[src/rtl/dsp_mul_signed_reg_with_accum_parametrized.sv]
// ---------------------------------------------------------------------------
// dsp_mul_signed_reg_with_accum_parametrized
//
// Signed multiply-accumulate with registered operands and a registered
// accumulator, shaped to map onto a single DSP slice. Each clock the product
// of the previously registered operands is added to, or subtracted from, a
// running accumulator that wraps modulo 2^(A_WIDTH+B_WIDTH).
//
// Ports:
//   clk        - single clock, rising-edge active
//   reset      - synchronous, active-high; clears operands, mode and accumulator
//   subtract_i - accumulate mode (0 = add product, 1 = subtract product),
//                registered alongside the operands it applies to
//   A          - signed operand A, A_WIDTH bits
//   B          - signed operand B, B_WIDTH bits
//   P          - signed accumulator, A_WIDTH+B_WIDTH bits, straight from a flop
// ---------------------------------------------------------------------------
module dsp_mul_signed_reg_with_accum_parametrized #(
  parameter int A_WIDTH = 32,
  parameter int B_WIDTH = 32
) (
  input  logic                              clk,
  input  logic                              reset,
  input  logic                              subtract_i,
  input  logic signed [A_WIDTH-1:0]         A,
  input  logic signed [B_WIDTH-1:0]         B,
  output logic signed [A_WIDTH+B_WIDTH-1:0] P
);

  localparam int P_W = A_WIDTH + B_WIDTH;

  // Full-precision signed product. Both operands are sign-extended to the
  // result width first so the multiply never drops the upper bits.
  function automatic logic signed [P_W-1:0] full_product(
    input logic signed [A_WIDTH-1:0] a,
    input logic signed [B_WIDTH-1:0] b
  );
    logic signed [P_W-1:0] a_ext;
    logic signed [P_W-1:0] b_ext;
    a_ext = a;
    b_ext = b;
    return a_ext * b_ext;
  endfunction

  // One accumulate step; the sum wraps naturally at P_W bits.
  function automatic logic signed [P_W-1:0] mac_step(
    input logic signed [P_W-1:0] acc,
    input logic signed [P_W-1:0] prod,
    input logic                  sub
  );
    return sub ? (acc - prod) : (acc + prod);
  endfunction

  logic signed [A_WIDTH-1:0] a_p1_q;
  logic signed [B_WIDTH-1:0] b_p1_q;
  logic                      sub_p1_q;
  logic signed [P_W-1:0]     prod_p1;
  logic signed [P_W-1:0]     acc_p2_d;
  logic signed [P_W-1:0]     acc_p2_q;

  // ---- stage 1: operand and mode registers --------------------------------
  always_ff @(posedge clk) begin
    if (reset) begin
      a_p1_q   <= '0;
      b_p1_q   <= '0;
      sub_p1_q <= 1'b0;
    end else begin
      a_p1_q   <= A;
      b_p1_q   <= B;
      sub_p1_q <= subtract_i;
    end
  end

  always_comb begin
    prod_p1  = full_product(a_p1_q, b_p1_q);
    acc_p2_d = mac_step(acc_p2_q, prod_p1, sub_p1_q);
  end

  // ---- stage 2: accumulator register --------------------------------------
  // Reset also clears the accumulator, discarding any run in progress.
  always_ff @(posedge clk) begin
    if (reset) begin
      acc_p2_q <= '0;
    end else begin
      acc_p2_q <= acc_p2_d;
    end
  end

  assign P = acc_p2_q;

endmodule

[config.mk]
export PLATFORM = sky130hd
export DESIGN_NAME = dsp_mul_signed_reg_with_accum_parametrized
export DESIGN_NICKNAME = d
export VERILOG_FILES = /design/src/rtl/dsp_mul_signed_reg_with_accum_parametrized.sv
export SDC_FILE = /design/constraint.sdc
export NUM_CORES = 2
export LEC_CHECK = 0
export CAP_MARGIN = 10
export CORE_UTILIZATION = 40
export DETAILED_ROUTE_END_ITERATION = 10
export MAX_ROUTING_LAYER = met4
export REMOVE_ABC_BUFFERS = 1
export SLEW_MARGIN = 20
export SYNTH_ARGS = -nofsm -noshare
export SYNTH_HDL_FRONTEND = slang
export SYNTH_SLANG_ARGS = --single-unit
[constraint.sdc]
create_clock -name clk -period 31.4 [get_ports clk]
set_input_delay 6.28 -clock clk [delete_from_list [all_inputs] [get_ports clk]]
set_output_delay 6.28 -clock clk [all_outputs]
set_load 0.02 [all_outputs]
==> summary.md <==
| Metric | Value |
|---|---|
| Slowest library cell on the worst path | `fa_1` |
| Number of remaining DRC errors | `0` |
| Slew @ Worst Pin | `1.013 ns` |
| Main flop type after synthesis | `dfxtp_1` |
| Element type at the critical path start | `register` |
| GRT overflow | `0` |
| Length of the first detailed-routing pass in iterations | `5` |
| Post-synthesis instance area | `45260 um2` |
| Number of failing hold endpoints at the final stage | `0` |
| Most common cell on crit path | `fa_1` |
| Setup repair after global routing missed its margin | `no` |
| H-Tree Depth | `4` |
| Die area | `114500 um2` |
| Period Utilization, post-route | `about two fifths` |
| Top-Level Pins | `131` |
| Vias in the first global route | `around 36000` |
| Net count reported at finish | `6397` |
| Worst hold stages | `3` |
| Post-layout minimum cycle time | `12.34 ns` |
| Total length of routed wires | `between 100000 and 150000 um` |
| Count of flip-flops with a built-in enable after synthesis | `0` |
| Share of flip-flops with an asynchronous set or reset | `0%` |
| Inserted Clock Buffers | `17` |
| Routed via count divided by cell count | `5.192` |
| Run status | `complete, no violations` |
| Filler cell count in the final layout | `11170` |
| Layout Cell Area excl Fill | `48500 um2` |
| Length in cells of the worst reg-to-reg path | `35` |
| Number of distinct library cells after synthesis | `89` |
| Worst r2r src | `b_p1_q[2]$_SDFF_PP0_` |
| Maximum fanout count along the critical path | `21` |
| CTS tree | `yes` |
| Area of the core | `112300 um2` |
| Die width | `338.4 um` |
| Largest net degree at the start of global routing | `72` |
| F_max | `81.06 MHz` |
| Cells after Synth | `5050` |
| Final number of setup-violating endpoints | `0` |
| Wire length per cell | `19.03 um` |
| Number of hold-repair buffers added at the cts stage | `0` |
| Share of post-route cells with drive strength above 1 | `3.033%` |
| Worst setup margin | `around 19 ns` |
| Later-pin clock latency in the skew report | `~0.53 ns` |
| Most frequent standard cell in the layout excluding fill and tap cells | `fa_1` |
| Number of warnings reported in the yosys synthesis log | `0` |
| Worst slew slack as a fraction of its limit | `between 30 and 40%` |
| Critical path's largest stage delay | `~1.3 ns` |
| Final HPWL DP | `102400 um` |
| Timing startpoint of the critical path | `b_p1_q[2]$_SDFF_PP0_` |
| Proportion of synthesized chip area in sequential cells | `under 10%` |
| Type of the worst min-delay path | `register to register` |
| Clock tree buffer depth | `2` |
| Avg Inst Size Synth | `8.963 um2` |
| Seq cells post-synth | `129` |
| Layout area overhead | `7.157%` |
| Clock root buffer | `clkbuf_16` |
| Critical Setup Path Class | `register to register` |
| Setup slack at placement | `19.19 ns` |
| Commonest cells after routing, fill and taps aside | `1083 x fa_1, 971 x inv_1, 657 x nand2_1, 487 x and2_1, 248 x ha_1` |
| Endpoint class of the critical path | `register` |
| Setup crit end | `P[62]$_SDFF_PP0_` |
| Number of antenna-violating nets in the routed design | `0` |
| Initial Utilization | `between 40% and 50%` |
| Die height | `338.4 um` |
| Number of buffers added for setup after CTS | `0` |
| Endpoint of the most critical register-to-register path | `P[62]$_SDFF_PP0_` |
| WP data arrival | `about 13 ns` |
| Routability cong. | `0.9148` |
| Post-CTS clock slew at the launch and capture registers of the worst setup and hold paths | `0.10 ns` |
| Row cnt | `between 100 and 150` |
| Fin Clk Skew | `~0.034 ns` |
| Worst endpoint required time | `31.85 ns` |
| Global-route wire length before repair | `203100 um` |
| Max_cap viols | `0` |
| DR iter-0 viols | `1914` |
| Number of antenna violations at the first check in global routing | `2` |
| Max Transition Viols Final | `0` |
| Placed cell areas | `47900 um2` |
| Aggregate negative setup slack | `0 ns` |
| Number of port buffers | `130` |
| Register-to-Register Setup Slack | `19.06 ns` |
| Aggregate global-route resource usage | `a little under a quarter` |
| Number of sinks on the clock net | `129` |
| Count of vias placed by the detailed router | `33820` |
| Post-cts repair resize count | `0` |
layout make-up:
class / instances / area (um2) / area share [%]
diodes: 1 / 2.502 / 0.005160
clock buffers: 18 / 429.2 / 0.8849
clock inverters: 14 / 165.2 / 0.3405
inverters: 972 / 3649 / 7.523
multi-input cells: 3686 / 38010 / 78.37
flip-flops and latches: 129 / 2596 / 5.353
well taps: 1500 / 1877 / 3.870
repair buffers: 193 / 1772 / 3.653
state kept, by name (all words and copies together), names as in the netlist:
register	flops
P	64
a_p1_q	32
b_p1_q	32
sub_p1_q	1
cells in the mapped netlist, drive strengths merged, types with 37 or more instances:
master	number	area, um2
fa	1083	21680
inv	971	3645
nand2	659	2479
and2	487	3047
ha	248	3103
clkbuf	238	893.4
nor2	186	700.7
a21oi	163	834.6
dfxtp	129	2582
o21ai	105	529.3
xnor2	101	884.6
nor2b	85	531.8
xor2	58	508.0
a21o	57	427.9
nand3	40	200.2
nor3	40	200.2
nand4	37	231.5
worst min path at each step:
stage | startpoint | endpoint | slack, ns
floorplan | P[0]$_SDFF_PP0_ | P[0]$_SDFF_PP0_ | 0.63
global placement | P[0]$_SDFF_PP0_ | P[0]$_SDFF_PP0_ | 0.54
detailed placement | P[0]$_SDFF_PP0_ | P[0]$_SDFF_PP0_ | 0.55
CTS | P[0]$_SDFF_PP0_ | P[0]$_SDFF_PP0_ | 0.56
global route | P[0]$_SDFF_PP0_ | P[0]$_SDFF_PP0_ | 0.58
finish | P[0]$_SDFF_PP0_ | P[0]$_SDFF_PP0_ | 0.56
stage by stage:
step	std cells	util (%)	hold slack, ns
5_1_grt	6512	43.17	0.5784
4_1_cts	6512	43.17	0.5587
3_5_place_dp	6480	42.64	0.5477
6_report	6513	43.17	0.5573
2_1_floorplan	4787	-	0.6258
3_3_place_gp	6480	42.64	0.5436
worst max-delay path: cells and delay by family (launching register included):
family,cells,cell delay (ns)
compound gates,9,2.16
simple gates,9,2.34
xor+xnor,1,0.26
flops,1,0.61
fa+ha+maj,10,5.77
buf+inv,6,1.06
layer usage:
metal  wire length, um  GRT usage (%)  vias up
li1                  -              -    15190
met1             55820          31.76    17660
met2             59250          36.97      867
met3              6995          3.302      104
met4              1899          4.299        0
met5                 0              -        -
kinds of logic after synthesis:
| group | share of synthesized area [%] |
|---|---|
| flops | 5.706 |
| mux | 0.2322 |
| fa+ha+maj | 54.76 |
| compound gates | 7.749 |
| simple gates | 18.16 |
| xor+xnor | 3.077 |
| buf+inv | 10.31 |
Power is not shown: default switching activity piles up to over one toggle a cycle in this logic, so the estimate is an artifact.
